===== src/rtl/mem_access_ctrl_pkg.sv =====
// Shared types and helpers for the burst memory access controller.
// Optional byte-lane writes are enabled with MEM_ACCESS_CTRL_BYTE_EN_EN.
package mem_access_pkg;

   localparam int unsigned DATA_W = 32;
   localparam int unsigned STRB_W = DATA_W / 8;

   typedef enum logic [1:0] {
      IDLE  = 2'd0,
      READ  = 2'd1,
      WRITE = 2'd2,
      DONE  = 2'd3
   } state_e;

   // Take enabled byte lanes from the new word, the rest from the stored word.
   function automatic logic [DATA_W-1:0] byte_merge(input logic [DATA_W-1:0] wdata,
                                                    input logic [DATA_W-1:0] rdata,
                                                    input logic [STRB_W-1:0] strb);
      logic [DATA_W-1:0] merged;
      merged = rdata;
      for (int k = 0; k < int'(STRB_W); k++) begin
         if (strb[k]) merged[8*k +: 8] = wdata[8*k +: 8];
      end
      return merged;
   endfunction

endpackage


===== src/rtl/mem_access_ctrl_if.sv =====
// Command, data-stream and memory-side signals of mem_access_ctrl.
// wstrb_i exists only when MEM_ACCESS_CTRL_BYTE_EN_EN is defined.
interface mem_access_if #(
   parameter int unsigned ADDR_W = 30,
   parameter int unsigned LEN_W  = 4
);
   import mem_access_pkg::*;

   logic                req_i;
   logic                req_wr_i;
   logic [ADDR_W+1:0]   req_addr_i;
   logic [LEN_W-1:0]    req_len_i;
   logic                req_ack_o;
   logic [DATA_W-1:0]   wdata_i;
   logic                wvalid_i;
   logic                wready_o;
`ifdef MEM_ACCESS_CTRL_BYTE_EN_EN
   logic [STRB_W-1:0]   wstrb_i;
`endif
   logic [DATA_W-1:0]   rdata_o;
   logic                rvalid_o;
   logic                rready_i;
   logic                done_o;
   logic [ADDR_W-1:0]   mem_addr_o;
   logic                mem_write_en_o;
   logic [DATA_W-1:0]   mem_wdata_o;
   logic [DATA_W-1:0]   mem_rdata_i;

   // Controller side.
   modport slave (
`ifdef MEM_ACCESS_CTRL_BYTE_EN_EN
      input  wstrb_i,
`endif
      input  req_i, req_wr_i, req_addr_i, req_len_i,
      input  wdata_i, wvalid_i, rready_i, mem_rdata_i,
      output req_ack_o, wready_o, rdata_o, rvalid_o, done_o,
      output mem_addr_o, mem_write_en_o, mem_wdata_o
   );

   // Requester and memory side.
   modport master (
`ifdef MEM_ACCESS_CTRL_BYTE_EN_EN
      output wstrb_i,
`endif
      output req_i, req_wr_i, req_addr_i, req_len_i,
      output wdata_i, wvalid_i, rready_i, mem_rdata_i,
      input  req_ack_o, wready_o, rdata_o, rvalid_o, done_o,
      input  mem_addr_o, mem_write_en_o, mem_wdata_o
   );

endinterface


===== src/rtl/mem_access_ctrl.sv =====
// Burst access controller in front of the single-port word memory.
// Memory read data is combinational, so read beats and byte-lane merges
// pass straight through in the cycle the address is presented.
// Define MEM_ACCESS_CTRL_BYTE_EN_EN for byte-lane write enables.
module mem_access_ctrl
   import mem_access_pkg::*;
#(
   parameter int unsigned ADDR_W = 30,
   parameter int unsigned LEN_W  = 4
) (
   input  logic           clk_i,
   input  logic           rst_i,
   mem_access_if.slave    bus
);

   state_e              state_q, state_d;
   logic [ADDR_W-1:0]   waddr_q, waddr_d;
   logic [LEN_W-1:0]    cnt_q, cnt_d;
   logic                beat;
   logic [DATA_W-1:0]   wr_word;
   logic                wr_any;
   logic                unused_addr_lsb;

   // Byte offset bits of the command address carry no information.
   assign unused_addr_lsb = ^bus.req_addr_i[1:0];

   // A beat completes when the stream of the active direction handshakes.
   assign beat = ((state_q == READ)  && bus.rready_i) ||
                 ((state_q == WRITE) && bus.wvalid_i);

   // Word presented to memory and whether any lane is actually written.
`ifdef MEM_ACCESS_CTRL_BYTE_EN_EN
   assign wr_word = byte_merge(bus.wdata_i, bus.mem_rdata_i, bus.wstrb_i);
   assign wr_any  = |bus.wstrb_i;
`else
   assign wr_word = bus.wdata_i;
   assign wr_any  = 1'b1;
`endif

   // Next-state: accept a command, then walk the burst one beat at a time.
   always_comb begin
      state_d = state_q;
      waddr_d = waddr_q;
      cnt_d   = cnt_q;
      case (state_q)
         IDLE: begin
            if (bus.req_i) begin
               waddr_d = bus.req_addr_i[ADDR_W+1:2];
               cnt_d   = bus.req_len_i;
               state_d = bus.req_wr_i ? WRITE : READ;
            end
         end
         READ, WRITE: begin
            if (beat) begin
               if (cnt_q == '0) begin
                  state_d = DONE;
               end else begin
                  waddr_d = waddr_q + ADDR_W'(1);
                  cnt_d   = cnt_q - LEN_W'(1);
               end
            end
         end
         DONE:    state_d = IDLE;
         default: state_d = IDLE;
      endcase
   end

   // State and burst registers; reset aborts any burst in flight.
   always_ff @(posedge clk_i) begin
      if (rst_i) begin
         state_q <= IDLE;
         waddr_q <= '0;
         cnt_q   <= '0;
      end else begin
         state_q <= state_d;
         waddr_q <= waddr_d;
         cnt_q   <= cnt_d;
      end
   end

   // Output decode; everything is forced quiet while reset is asserted.
   always_comb begin
      bus.req_ack_o      = 1'b0;
      bus.wready_o       = 1'b0;
      bus.rvalid_o       = 1'b0;
      bus.rdata_o        = '0;
      bus.done_o         = 1'b0;
      bus.mem_addr_o     = '0;
      bus.mem_write_en_o = 1'b0;
      bus.mem_wdata_o    = '0;
      if (!rst_i) begin
         bus.mem_addr_o = waddr_q;
         case (state_q)
            IDLE:  bus.req_ack_o = bus.req_i;
            READ: begin
               bus.rvalid_o = 1'b1;
               bus.rdata_o  = bus.mem_rdata_i;
            end
            WRITE: begin
               bus.wready_o       = 1'b1;
               bus.mem_wdata_o    = wr_word;
               bus.mem_write_en_o = bus.wvalid_i && wr_any;
            end
            DONE:    bus.done_o = 1'b1;
            default: bus.done_o = 1'b0;
         endcase
      end
   end

endmodule


===== src/flat_wrapper.sv =====
// flat-port wrapper written by rule: the top's interface ports become plain ports
module mem_access_ctrl_flat import mem_access_pkg::*;
#(
   parameter int unsigned ADDR_W = 30,
   parameter int unsigned LEN_W  = 4
)
  (clk_i, rst_i, bus_req_i, bus_req_wr_i, bus_req_addr_i, bus_req_len_i, bus_wdata_i, bus_wvalid_i, bus_rready_i, bus_mem_rdata_i, bus_req_ack_o, bus_wready_o, bus_rdata_o, bus_rvalid_o, bus_done_o, bus_mem_addr_o, bus_mem_write_en_o, bus_mem_wdata_o);
  mem_access_if #(.ADDR_W(ADDR_W), .LEN_W(LEN_W)) bus_i ();
  input  logic clk_i;
  input  logic rst_i;
  input wire logic [$bits(bus_i.req_i)-1:0] bus_req_i;
  input wire logic [$bits(bus_i.req_wr_i)-1:0] bus_req_wr_i;
  input wire logic [$bits(bus_i.req_addr_i)-1:0] bus_req_addr_i;
  input wire logic [$bits(bus_i.req_len_i)-1:0] bus_req_len_i;
  input wire logic [$bits(bus_i.wdata_i)-1:0] bus_wdata_i;
  input wire logic [$bits(bus_i.wvalid_i)-1:0] bus_wvalid_i;
  input wire logic [$bits(bus_i.rready_i)-1:0] bus_rready_i;
  input wire logic [$bits(bus_i.mem_rdata_i)-1:0] bus_mem_rdata_i;
  output wire logic [$bits(bus_i.req_ack_o)-1:0] bus_req_ack_o;
  output wire logic [$bits(bus_i.wready_o)-1:0] bus_wready_o;
  output wire logic [$bits(bus_i.rdata_o)-1:0] bus_rdata_o;
  output wire logic [$bits(bus_i.rvalid_o)-1:0] bus_rvalid_o;
  output wire logic [$bits(bus_i.done_o)-1:0] bus_done_o;
  output wire logic [$bits(bus_i.mem_addr_o)-1:0] bus_mem_addr_o;
  output wire logic [$bits(bus_i.mem_write_en_o)-1:0] bus_mem_write_en_o;
  output wire logic [$bits(bus_i.mem_wdata_o)-1:0] bus_mem_wdata_o;
  assign bus_i.req_i = bus_req_i;
  assign bus_i.req_wr_i = bus_req_wr_i;
  assign bus_i.req_addr_i = bus_req_addr_i;
  assign bus_i.req_len_i = bus_req_len_i;
  assign bus_i.wdata_i = bus_wdata_i;
  assign bus_i.wvalid_i = bus_wvalid_i;
  assign bus_i.rready_i = bus_rready_i;
  assign bus_i.mem_rdata_i = bus_mem_rdata_i;
  assign bus_req_ack_o = bus_i.req_ack_o;
  assign bus_wready_o = bus_i.wready_o;
  assign bus_rdata_o = bus_i.rdata_o;
  assign bus_rvalid_o = bus_i.rvalid_o;
  assign bus_done_o = bus_i.done_o;
  assign bus_mem_addr_o = bus_i.mem_addr_o;
  assign bus_mem_write_en_o = bus_i.mem_write_en_o;
  assign bus_mem_wdata_o = bus_i.mem_wdata_o;
  mem_access_ctrl #(.ADDR_W(ADDR_W), .LEN_W(LEN_W)) u_core (.clk_i(clk_i), .rst_i(rst_i), .bus(bus_i));
endmodule

===== config.mk =====
export PLATFORM = sky130hd
export DESIGN_NAME = mem_access_ctrl_flat
export DESIGN_NICKNAME = d
export VERILOG_FILES = /design/src/rtl/mem_access_ctrl_pkg.sv /design/src/rtl/mem_access_ctrl_if.sv /design/src/rtl/mem_access_ctrl.sv /design/src/flat_wrapper.sv
export SDC_FILE = /design/constraint.sdc
export NUM_CORES = 1
export LEC_CHECK = 0
export BUFFER_PORTS_ARGS = -buffer_cell sky130_fd_sc_hd__buf_4
export CORE_MARGIN = 2
export CORE_UTILIZATION = 43
export CTS_CLUSTER_DIAMETER = 100
export DETAILED_ROUTE_END_ITERATION = 16
export HOLD_SLACK_MARGIN = 0.05
export PLACE_DENSITY = 0.89
export SLEW_MARGIN = 20
export SYNTH_ARGS = -nofsm -noshare
export SYNTH_HDL_FRONTEND = slang
export SYNTH_SLANG_ARGS = --single-unit

===== constraint.sdc =====
create_clock -name clk_i -period 2.8 [get_ports clk_i]
set_input_delay 0.42 -clock clk_i [delete_from_list [all_inputs] [get_ports clk_i]]
set_output_delay 0.42 -clock clk_i [all_outputs]
set_load 0.005 [all_outputs]

# Word-level counts from Yosys, hierarchy flattened
# Cells that the tools add are included.
# totals
ff_bits	36
inputBits	106
output_inout_bits	99
word_cells	49
# classes
add_sub_neg	2
n_eq_ne	7
n_mux	28
reduce_logical	9
# ops
op	count
32-bit 2-to-1 mux	4
30-bit 2-to-1 mux	4
30-bit case mux with 2 select lines	1
30-bit by 1-bit adder with 30-bit output (second input constant)	1
4-bit 2-to-1 mux	3
1-bit 2-to-1 mux	10
2-bit 2-to-1 mux	4
4-bit case mux with 2 select lines	1
2-bit case mux with 3 select lines	1
2-bit == test (second input constant)	2
4-bit zero test	1
2-bit by 1-bit inequality test with 1-bit output (second input constant)	2
2-bit inequality test (second input constant)	2
4-bit AND reduction	1
4-bit by 1-bit subtractor with 4-bit output (second input constant)	1
3-bit AND reduction	1
2-bit by 1-bit == test with 1-bit output (second input constant)	1
1-bit logical AND	2
2-bit zero test	1
2-bit nonzero test	1
2-bit OR reduction	1
1-bit logical OR	1

# Logic depth before layout (Yosys ltp)
# Gate-level depths: netlist of the first run.
# logic_depth
word_depth	5
mapped_depth	9
depth_no_buf	7

# Worst setup path after synthesis of the first run
# No wires, ideal clock.
# synth_timing
kind	register to register
from	register u_core.state_q[0]
to	register u_core.waddr_q[29]
setup_ps	138
t_arrival_ps	1879
t_required_ps	2662
setup_slack_ps	783
path_stages_with_launch	10
n_path_buf	2
period_less_slack_ps	2017
cell_sequence	dfxtp_1 -> inv_1 -> ha_1 -> nand4bb_1 -> o21a_1 -> and2_1 -> clkbuf_1 -> buf_2 -> mux2i_1 -> o311ai_2
# synth_between
elab_chain_len	5
elab_cells_between_ends	13
cone_classes	5 x eq/ne; 1 x mux; 7 x reduce/logical
# synth_rtl
item	line_no	source
start, declared	mem_access_ctrl.sv:16	state_e state_q, state_d;
start signal, assigned	mem_access_ctrl.sv:75	state_q <= state_d;
2-bit by 1-bit == test with 1-bit output or 2-bit == test (tied branches)	mem_access_ctrl.sv:28, mem_access_ctrl.sv:45, mem_access_ctrl.sv:29	
1-bit logical AND (on tied branches)	mem_access_ctrl.sv:28, mem_access_ctrl.sv:29	
1-bit logical OR	mem_access_ctrl.sv:28	assign beat = ((state_q == READ) && bus.rready_i) ||
2-bit by 1-bit inequality test with 1-bit output (no line)	n/a	
4-bit AND reduction (no line)	n/a	
end signal, assigned	mem_access_ctrl.sv:76	waddr_q <= waddr_d;
end, declared	mem_access_ctrl.sv:17	logic [ADDR_W-1:0] waddr_q, waddr_d;
# Several ways; a longest one is shown, not always the timed one.
# A chain may end at the register's enable or synchronous reset.

# Worst setup path after layout of the first run
# layout_timing
from	register u_core.state_q[0]
to	register u_core.waddr_q[27]
# The elaborated chain is that of the path after synthesis.

==> results of run 1 <==
power by group:
group	total, W	internal [W]	switching, W
clock network	0.000393	0.000201	0.000192
registers	0.00110	0.000766	0.000335
logic	0.00313	0.00139	0.00173
registers in the layout (all words and copies together) (netlist names):
name	count
u_core.cnt_q	4
u_core.state_q	2
u_core.waddr_q	30
kinds of logic after synthesis:
kind of cell / count (synthesis) / share of synthesized area (%)
AOI/OAI and AO/OA: 105 / 23.0
adders and majority gates: 7 / 2.80
buffers and inverters: 48 / 5.93
DFF: 36 / 23.1
muxes: 6 / 1.96
and+or+nand+nor: 229 / 43.3
final cells by class:
cell class / instances / area (um2)
Timing Repair Buffer: 215 / 1610
Fill cell: 650 / 2310
Sequential cell: 36 / 721
Inverter: 16 / 60.1
Tap cell: 99 / 124
Clock buffer: 8 / 90.1
Multi-Input combinational cell: 347 / 2220
stage by stage:
step | cell area, um2 | total power (W)
floorplan | 3120 | 0.00303
global placement | 4740 | 0.00403
detailed placement | 4740 | 0.00416
CTS | 4830 | 0.00457
global route | 4830 | 0.00498
finish | 4830 | 0.00462
metal layers:
metal | share of wire [%] | vias up | GRT usage (%)
li1 | - | 1922 | -
met1 | 38 | 1892 | 35.7
met2 | 50 | 202 | 51.0
met3 | 9.4 | 26 | 6.74
met4 | 2.0 | 0 | 8.55
met5 | 0 | - | 0
synth_stat cells, types with 5 or more instances:
| library cell | count | area [um2] |
|---|---|---|
| ha_1 | 7 | 87.6 |
| nor2b_1 | 31 | 194 |
| nand4_1 | 6 | 37.5 |
| o21ai_0 | 21 | 105 |
| and2_1 | 72 | 450 |
| clkbuf_1 | 23 | 86.3 |
| nand2_1 | 33 | 124 |
| inv_1 | 16 | 60.1 |
| mux2i_1 | 5 | 50.1 |
| a22o_1 | 5 | 43.8 |
| a31oi_1 | 9 | 56.3 |
| dfxtp_1 | 36 | 721 |
| nor3_1 | 7 | 35.0 |
| nand3_1 | 17 | 85.1 |
| nor4_1 | 5 | 31.3 |
| o32ai_1 | 7 | 61.3 |
| a21oi_1 | 25 | 125 |
| nor2_1 | 25 | 93.8 |
| buf_1 | 5 | 18.8 |
critical path: stages, from the launching register on:
cell       delay (ns)
dfxtp_1          0.39
inv_1            0.10
ha_1             0.36
nand4bb_1        0.15
o21a_1           0.22
and2_1           0.43
nand2b_1         0.39
o311ai_1         0.38
worst min path at each step:
stage	from	to	slack (ns)	cells after the start
floorplan	u_core.waddr_q[23]$_SDFFE_PP0P_	u_core.waddr_q[23]$_SDFFE_PP0P_	0.47	2
global placement	u_core.cnt_q[3]$_SDFFE_PP0P_	u_core.cnt_q[3]$_SDFFE_PP0P_	0.49	2
detailed placement	u_core.cnt_q[3]$_SDFFE_PP0P_	u_core.cnt_q[3]$_SDFFE_PP0P_	0.51	2
CTS	bus_req_addr_i[16]	u_core.waddr_q[14]$_SDFFE_PP0P_	0.40	3
global route	bus_req_addr_i[16]	u_core.waddr_q[14]$_SDFFE_PP0P_	0.41	3
finish	bus_req_addr_i[16]	u_core.waddr_q[14]$_SDFFE_PP0P_	0.40	3
==> summary.md, run 1 <==
| Metric | Value |
|---|---|
| Mapped Nets | `544` |
| Min-delay worst type | `input pin to register` |
| Share of layout cells above drive strength 1 | `37.6%` |
| Sink Count | `36` |
| CTS resizes | `0` |
| Cell count after placement | `713` |
| Syn avg cell area | `7.25 um2` |
| Die H | `89.2 um` |
| Status | `finished clean` |
| CP Capture Type | `register` |
| Post-CTS Setup Repair Bufs | `0` |
| RSZ-0062 raised after global routing | `false` |
| Synth cell types | `59` |
| CTS buffer count | `5` |
| CP Class | `register to register` |
| Initial antenna violation count | `0` |
| DRT antenna net count | `0` |
| Pins Over Slew Limit | `0` |
| Htree depth | `2` |
| Drt pass-1 iters | `4` |
| Critical Path Fanout Max | `11` |
| Clock slew at reported path FFs | `0.07 ns` |
| Commonest cells after routing, fill and taps aside | `215 x buf_4, 72 x and2_1, 36 x dfxtp_1, 33 x nand2_1, 31 x nor2b_1` |
| Critical Path Sink | `u_core.waddr_q[27]$_SDFFE_PP0P_` |
| VDD IR max | `0.640 mV` |
| Predominant post-synthesis flop cell | `dfxtp_1` |
| DIE WIDTH | `89.2 um` |
| PortBufs | `202` |
| Reg2Reg Setup Slack | `0.29 ns` |
| Count of maximum capacitance violations | `0` |
| Pwr/cell area | `957 nW/um2` |
| Register area share after synthesis | `23.1%` |
| Number of flops mapped to enable cells by yosys | `0` |
| CTS tree | `done` |
| Max Clk Rate | `398 MHz` |
| Clock Latency Late Sink | `0.30 ns` |
| Total Die Area | `7960 um2` |
| Worst Reg-to-Reg Cells | `7` |
| Mapped Cells | `431` |
| Nets | `734` |
| GRT Resource Usage Total | `29.2%` |
| Worst hold slack | `0.404 ns` |
| First-pass GRT wire length | `18.2 mm` |
| Layout Area Growth over Synthesis | `54.5%` |
| Initial Util | `43.8%` |
| Final WS setup | `0.289 ns` |
| Largest net degree at the start of global routing | `45` |
| Post-layout minimum cycle time | `2.51 ns` |
| DR WL/cell | `17.3 um` |
| Critical path required time | `2.99 ns` |
| Synth Warn # | `0` |
| Startpoint Class | `register` |
| Final critical-path share of the clock period | `89.7%` |
| Core ar. | `7140 um2` |
| Hold Vio Cnt, Final | `0` |
| DRC viols | `0` |
| Relative slew slack | `65.3%` |
| Clock Tree Buf Depth | `2` |
| Cell Rows | `31` |
| GR Overflow Total | `0` |
| Pleak | `2.21 nW` |
| Reg2Reg Capture Point | `u_core.waddr_q[27]$_SDFFE_PP0P_` |
| Share of flip-flops with an asynchronous set or reset | `0%` |
| Total wire length | `12.5 mm` |
| Commonest non-fill, non-tap cell in the layout | `buf_4` |
| Worst slew pin tran | `0.519 ns` |
| IO Pins | `205` |
| Reg2reg start | `u_core.state_q[0]$_SDFFE_PP0P_` |
| Mapped cell area | `3120 um2` |
| Setup-failing EPs final | `0` |
| Diode count | `0` |
| Vias | `4,042` |
| DR iter-0 viols | `337` |
| # hold bufs at CTS | `0` |
| Finished Layout Cells | `721` |
| TNS Setup | `0 ns` |
| Vias per Instance | `5.61` |
| Pre-CTS setup slack | `0.325 ns` |
| CP startpoint | `u_core.state_q[0]$_SDFFE_PP0P_` |
| Fin Clk Skew | `0.00823 ns` |
| Vias in the first global route | `3,547` |
| HPWL after detailed placement | `9.71 mm` |
| Synth Register Bits | `36` |
| Final GP Congestion | `0.917` |
| Critical Path AT | `2.71 ns` |
| Final Util | `67.6%` |
| CTS root buf | `clkbuf_8` |
Note: power is estimated with default switching activity, not from simulation.
==> run 2: changes to the inputs <==
- clock period: 2.8 -> 2.7 ns (I/O delays scaled with it)
==> summary.md, run 2 (same netlist as run 1, synthesis figures left out) <==
| Metric | Value |
|---|---|
| Hold path endpoint | `u_core.waddr_q[15]$_SDFFE_PP0P_ (was u_core.waddr_q[14]$_SDFFE_PP0P_)` |
| Largest register by flop count | `u_core.waddr_q (unchanged)` |
| Pleak | `2.21 nW (about the same)` |
| CTS resizes | `0 (unchanged)` |
| GR met3 Demand/Resource | `6.46% (was 6.74%)` |
| Cells along the critical path | `inv_1 > ha_1 > nand4bb_1 > o21a_1 > and2_1 > nand2b_1 > o311ai_1 (unchanged)` |
| Initial antenna violation count | `0 (unchanged)` |
| Top cell family by delay on the critical path | `simple AND/OR/NAND/NOR gates (unchanged)` |
| GR Overflow Total | `0 (unchanged)` |
| CTS root buf | `clkbuf_8 (unchanged)` |
| Post-CTS Setup Repair Bufs | `0 (unchanged)` |
| Largest stage delay, worst path | `0.41 ns (was 0.43 ns)` |
| Clock Tree Buf Depth | `2 (unchanged)` |
| Relative slew slack | `63.6% (was 65.3%)` |
| Clock slew at reported path FFs | `0.08 ns (was 0.07 ns)` |
| First-pass GRT wire length | `17.9 mm (was 18.2 mm)` |
| Grt met2 use | `51.9% (was 51.0%)` |
| Initial Util | `43.8% (unchanged)` |
| Setup-failing EPs final | `0 (unchanged)` |
| Count of maximum capacitance violations | `0 (unchanged)` |
| Die H | `89.2 um (unchanged)` |
| Final WS setup | `0.201 ns (was 0.289 ns)` |
| DR WL/cell | `17.4 um (was 17.3 um)` |
| # hold bufs at CTS | `0 (unchanged)` |
| TNS Setup | `0 ns (unchanged)` |
| Area of placed instances | `4740 um2 (unchanged)` |
| CTS tree | `done (unchanged)` |
| Hold path startpoint | `bus_req_addr_i[17] (was bus_req_addr_i[16])` |
| Vias in the first global route | `3,633 (was 3,547)` |
| DRT antenna net count | `0 (unchanged)` |
| RSZ-0062 raised after global routing | `false (unchanged)` |
| Share of layout cells above drive strength 1 | `37.6% (unchanged)` |
| Cell Rows | `31 (unchanged)` |
| DR iter-0 viols | `348 (was 337)` |
| CTS buffer count | `5 (unchanged)` |
| VDD IR max | `0.824 mV (was 0.640 mV)` |
| PortBufs | `202 (unchanged)` |
| Core ar. | `7140 um2 (unchanged)` |
| Reg2Reg Capture Point | `u_core.waddr_q[27]$_SDFFE_PP0P_ (unchanged)` |
| Sink Count | `36 (unchanged)` |
| Htree depth | `2 (unchanged)` |
| Hold Crit Depth | `3 (unchanged)` |
| Reg2reg start | `u_core.state_q[0]$_SDFFE_PP0P_ (unchanged)` |
| Max reg flops | `30 (unchanged)` |
| CP Capture Type | `register (unchanged)` |
| Critical Path AT | `2.69 ns (was 2.71 ns)` |
| Layer with the highest usage | `met2 (unchanged)` |
| Commonest non-fill, non-tap cell in the layout | `buf_4 (unchanged)` |
| Pwr/cell area | `995 nW/um2 (was 957 nW/um2)` |
| Drt pass-1 iters | `5 (was 4)` |
| CP Class | `register to register (unchanged)` |
| Slowest stage cell on the critical path | `and2_1 (unchanged)` |
| Met1 global-route usage | `34.7% (was 35.7%)` |
| Critical path required time | `2.89 ns (was 2.99 ns)` |
| Clock Latency Late Sink | `0.30 ns (about the same)` |
| Vias per Instance | `5.59 (was 5.61)` |
| Worst Reg-to-Reg Cells | `7 (unchanged)` |
| Status | `finished clean (unchanged)` |
| IO Pins | `205 (unchanged)` |
| CP bufs+invs | `1 (unchanged)` |
| Diode count | `0 (unchanged)` |
| Max Clk Rate | `400 MHz (was 398 MHz)` |
| Post-layout minimum cycle time | `2.50 ns (was 2.51 ns)` |
| Final Util | `67.6% (unchanged)` |
| Fin Clk Skew | `0.00655 ns (was 0.00823 ns)` |
| Post-route cell area | `4830 um2 (unchanged)` |
| Nets | `734 (unchanged)` |
| Pre-CTS setup slack | `0.270 ns (was 0.325 ns)` |
| Startpoint Class | `register (unchanged)` |
| HPWL after detailed placement | `9.81 mm (was 9.71 mm)` |
| DIE WIDTH | `89.2 um (unchanged)` |
| Final GP Congestion | `0.909 (was 0.917)` |
| Final critical-path share of the clock period | `92.5% (was 89.7%)` |
| DRC viols | `0 (unchanged)` |
| Min-delay worst type | `input pin to register (unchanged)` |
| Commonest cells after routing, fill and taps aside | `215 x buf_4, 72 x and2_1, 36 x dfxtp_1, 33 x nand2_1, 31 x nor2b_1 (unchanged)` |
| GRT Resource Usage Total | `29.0% (was 29.2%)` |
| Reg2Reg Setup Slack | `0.20 ns (was 0.29 ns)` |
| Top Registers | `u_core.waddr_q: 30 flops, u_core.cnt_q: 4 flops, u_core.state_q: 2 flops (unchanged)` |
| Hold Vio Cnt, Final | `0 (unchanged)` |
| Total wire length | `12.5 mm (about the same)` |
| Largest net degree at the start of global routing | `45 (unchanged)` |
| Total Die Area | `7960 um2 (unchanged)` |
| Worst slew pin tran | `0.545 ns (was 0.519 ns)` |
| Pins Over Slew Limit | `0 (unchanged)` |
| Critical Path Fanout Max | `10 (was 11)` |
| Layout Area Growth over Synthesis | `54.5% (unchanged)` |
| Vias | `4,032 (was 4,042)` |
-- run 2: cell counts in the layout (fill, tap and decap cells not counted) --
Identical to the previous run, type by type.
-- run 2: worst max path at each step --
stage / depth (start not counted) / end / start / slack [ns]
3_3_place_gp: 7 / u_core.waddr_q[29]$_SDFFE_PP0P_ / u_core.state_q[0]$_SDFFE_PP0P_ / 0.34
4_1_cts: 7 / u_core.waddr_q[29]$_SDFFE_PP0P_ / u_core.state_q[0]$_SDFFE_PP0P_ / 0.22
5_1_grt: 7 / u_core.waddr_q[29]$_SDFFE_PP0P_ / u_core.state_q[1]$_SDFFE_PP0P_ / 0.04
3_5_place_dp: 7 / u_core.waddr_q[29]$_SDFFE_PP0P_ / u_core.state_q[0]$_SDFFE_PP0P_ / 0.27
6_report: 7 / u_core.waddr_q[27]$_SDFFE_PP0P_ / u_core.state_q[0]$_SDFFE_PP0P_ / 0.20
2_1_floorplan: 9 / u_core.waddr_q[29]$_SDFFE_PP0P_ / u_core.state_q[0]$_SDFFE_PP0P_ / 0.68
-- run 2: layer usage --
| metal | share of wire [%] | vias to the layer above |
|---|---|---|
| met3 | 8.0 | 30 |
| met4 | 2.5 | 0 |
| met1 | 40 | 1906 |
| met2 | 50 | 188 |
| met5 | 0 | - |
| li1 | - | 1908 |
-- run 2: where the power goes --
group	switching, W	internal [W]
combinational	0.00181	0.00145
sequential	0.000342	0.000794
clock	0.000203	0.000208
-- run 2: cell type report --
| type | instances | area [um2] |
|---|---|---|
| tap | 99 | 124 |
| multi-input combinational | 347 | 2220 |
| timing repair buffer | 215 | 1610 |
| fill | 632 | 2310 |
| inverter | 16 | 60.1 |
| sequential | 36 | 721 |
| clock buffer | 8 | 90.1 |
-- run 2: worst reg2reg max path, cell delays in order (launching register included) --
cell	delay [ns]
dfxtp_1	0.39
inv_1	0.10
ha_1	0.37
nand4bb_1	0.16
o21a_1	0.24
and2_1	0.41
nand2b_1	0.37
o311ai_1	0.38
-- run 2: metrics by stage --
step	std cells	power, W	hold WS (ns)
detailed placement	713	0.00432	0.503
global route	721	0.00516	0.390
CTS	721	0.00474	0.391
finish	721	0.00480	0.386
global placement	713	0.00420	0.491
floorplan	431	0.00314	0.467
==> run 3: changes to the inputs <==
- CORE_UTILIZATION: 43 -> 25
- PLACE_DENSITY: 0.89 -> 0.59
- TNS_END_PERCENT: unset -> 1
==> summary.md, run 3 (same netlist as run 1, synthesis figures left out) <==
| Metric | Value |
|---|---|
| DR WL/cell | `16.2 um (was 17.4 um)` |
| Max reg flops | `30 (unchanged)` |
| Critical path required time | `2.87 ns (was 2.89 ns)` |
| Vias per Instance | `4.89 (was 5.59)` |
| Post-CTS Setup Repair Bufs | `0 (unchanged)` |
| CTS buffer count | `5 (unchanged)` |
| Cell Rows | `40 (was 31)` |
| Core ar. | `12,100 um2 (was 7140 um2)` |
| Critical Path AT | `2.62 ns (was 2.69 ns)` |
| CP Class | `register to register (unchanged)` |
| Clock Latency Late Sink | `0.28 ns (was 0.30 ns)` |
| Final critical-path share of the clock period | `90.7% (was 92.5%)` |
| Startpoint Class | `register (unchanged)` |
| Grt met2 use | `35.1% (was 51.9%)` |
| Post-layout minimum cycle time | `2.45 ns (was 2.50 ns)` |
| CP startpoint | `u_core.state_q[0]$_SDFFE_PP0P_ (unchanged)` |
| Htree depth | `2 (unchanged)` |
| Setup-failing EPs final | `0 (unchanged)` |
| Status | `finished clean (unchanged)` |
| Nets | `733 (was 734)` |
| DR iter-0 viols | `158 (was 348)` |
| HPWL after detailed placement | `10.1 mm (was 9.81 mm)` |
| IO Pins | `205 (unchanged)` |
| Power Total | `0.00495 W (was 0.00480 W)` |
| CTS resizes | `0 (unchanged)` |
| Total Die Area | `13,400 um2 (was 7960 um2)` |
| Die H | `116 um (was 89.2 um)` |
| DRC viols | `0 (unchanged)` |
| Hold Vio Cnt, Final | `0 (unchanged)` |
| Vias in the first global route | `3,704 (was 3,633)` |
| Sink Count | `36 (unchanged)` |
| Post-route cell area | `4970 um2 (was 4830 um2)` |
| Layer with the highest usage | `met2 (unchanged)` |
| Layout Area Growth over Synthesis | `59.0% (was 54.5%)` |
| Initial antenna violation count | `0 (unchanged)` |
| Total wire length | `12.7 mm (was 12.5 mm)` |
| Relative slew slack | `53.3% (was 63.6%)` |
| Largest register by flop count | `u_core.waddr_q (unchanged)` |
| Count of maximum capacitance violations | `0 (unchanged)` |
| Drt pass-1 iters | `4 (was 5)` |
| Max Clk Rate | `409 MHz (was 400 MHz)` |
| DIE WIDTH | `116 um (was 89.2 um)` |
| Pleak | `2.24 nW (was 2.21 nW)` |
| Share of layout cells above drive strength 1 | `37.7% (was 37.6%)` |
| GRT Resource Usage Total | `18.1% (was 29.0%)` |
| DRT antenna net count | `0 (unchanged)` |
| Initial Util | `25.8% (was 43.8%)` |
| PortBufs | `202 (unchanged)` |
| Worst slew pin tran | `0.700 ns (was 0.545 ns)` |
| Hold Crit Depth | `3 (unchanged)` |
| Vias | `3,851 (was 4,032)` |
| CP Capture Type | `register (unchanged)` |
| RSZ-0062 raised after global routing | `false (unchanged)` |
| Hold path startpoint | `bus_req_addr_i[29] (was bus_req_addr_i[17])` |
| Clock slew at reported path FFs | `0.06 ns (was 0.08 ns)` |
| GR met3 Demand/Resource | `3.24% (was 6.46%)` |
| Final GP Congestion | `0.894 (was 0.909)` |
| Reg2reg start | `u_core.state_q[0]$_SDFFE_PP0P_ (unchanged)` |
| # hold bufs at CTS | `0 (unchanged)` |
| Fillers | `1,272 (was 632)` |
| Diode count | `0 (unchanged)` |
| Critical Path Fanout Max | `18 (was 10)` |
| GR Overflow Total | `0 (unchanged)` |
| TNS Setup | `0 ns (unchanged)` |
| Commonest non-fill, non-tap cell in the layout | `buf_4 (unchanged)` |
| First-pass GRT wire length | `19.1 mm (was 17.9 mm)` |
| Min-delay worst type | `input pin to register (unchanged)` |
| Met1 global-route usage | `20.4% (was 34.7%)` |
| Clock Tree Buf Depth | `2 (unchanged)` |
| Pins Over Slew Limit | `0 (unchanged)` |
| Fin Clk Skew | `0.00650 ns (was 0.00655 ns)` |
| Pwr/cell area | `996 nW/um2 (was 995 nW/um2)` |
| Reg2Reg Setup Slack | `0.25 ns (was 0.20 ns)` |
| Largest net degree at the start of global routing | `40 (was 45)` |
| Worst Reg-to-Reg Cells | `8 (was 7)` |
| VDD IR max | `0.552 mV (was 0.824 mV)` |
| Area of placed instances | `4820 um2 (was 4740 um2)` |
| Final Util | `41.0% (was 67.6%)` |
| CTS tree | `done (unchanged)` |
| Commonest cells after routing, fill and taps aside | `214 x buf_4, 72 x and2_1, 36 x dfxtp_1, 33 x nand2_1, 31 x nor2b_1 (was 215 x buf_4, 72 x and2_1, 36 x dfxtp_1, 33 x nand2_1, 31 x nor2b_1)` |
| CTS root buf | `clkbuf_16 (was clkbuf_8)` |
| Top Registers | `u_core.waddr_q: 30 flops, u_core.cnt_q: 4 flops, u_core.state_q: 2 flops (unchanged)` |
[run 3: metrics by stage]
stage / instances / setup slack [ns] / hold slack [ns]
after floorplan: 431 / 0.683 / 0.467
after global placement: 781 / 0.358 / 0.494
after detailed placement: 781 / 0.268 / 0.496
after CTS: 788 / 0.242 / 0.403
after global routing: 788 / 0.0201 / 0.429
final: 788 / 0.252 / 0.406
[run 3: power by group]
group	internal [W]	switching, W	total (W)
Clock	0.000387	0.000221	0.000608
Sequential	0.000795	0.000338	0.00113
Combinational	0.00142	0.00179	0.00321
[run 3: layer usage]
metal	part of all wire [%]	vias to the layer above
li1	-	1915
met1	40	1789
met2	52	137
met3	6.7	10
met4	1.3	0
met5	0	-
[run 3: critical path: stages, from the launching register on]
cell and delay (ns):
dfxtp_1 0.37, inv_1 0.09, ha_1 0.39, nand4bb_1 0.17, o21a_1 0.24, and2_1 0.33, buf_4 0.30, o21ai_0 0.12
a221oi_1 0.31
[run 3: path summary, 6_finish.rpt]
| path | endpoint |
|---|---|
| setup / recovery | u_core.cnt_q[0]$_SDFFE_PP0P_ |
| hold / removal | u_core.waddr_q[27]$_SDFFE_PP0P_ |
| setup reg to reg | u_core.cnt_q[0]$_SDFFE_PP0P_ |
| hold reg to reg | u_core.cnt_q[3]$_SDFFE_PP0P_ |
[run 3: layout make-up]
class                           count  area [um2]  area share, %
Clock buffer                        7         153           3.07
Multi-Input combinational cell    347        2220           44.6
Inverter                           16        60.1           1.21
Timing Repair Buffer              214        1610           32.3
Sequential cell                    36         721           14.5
Tap cell                          168         210           4.23
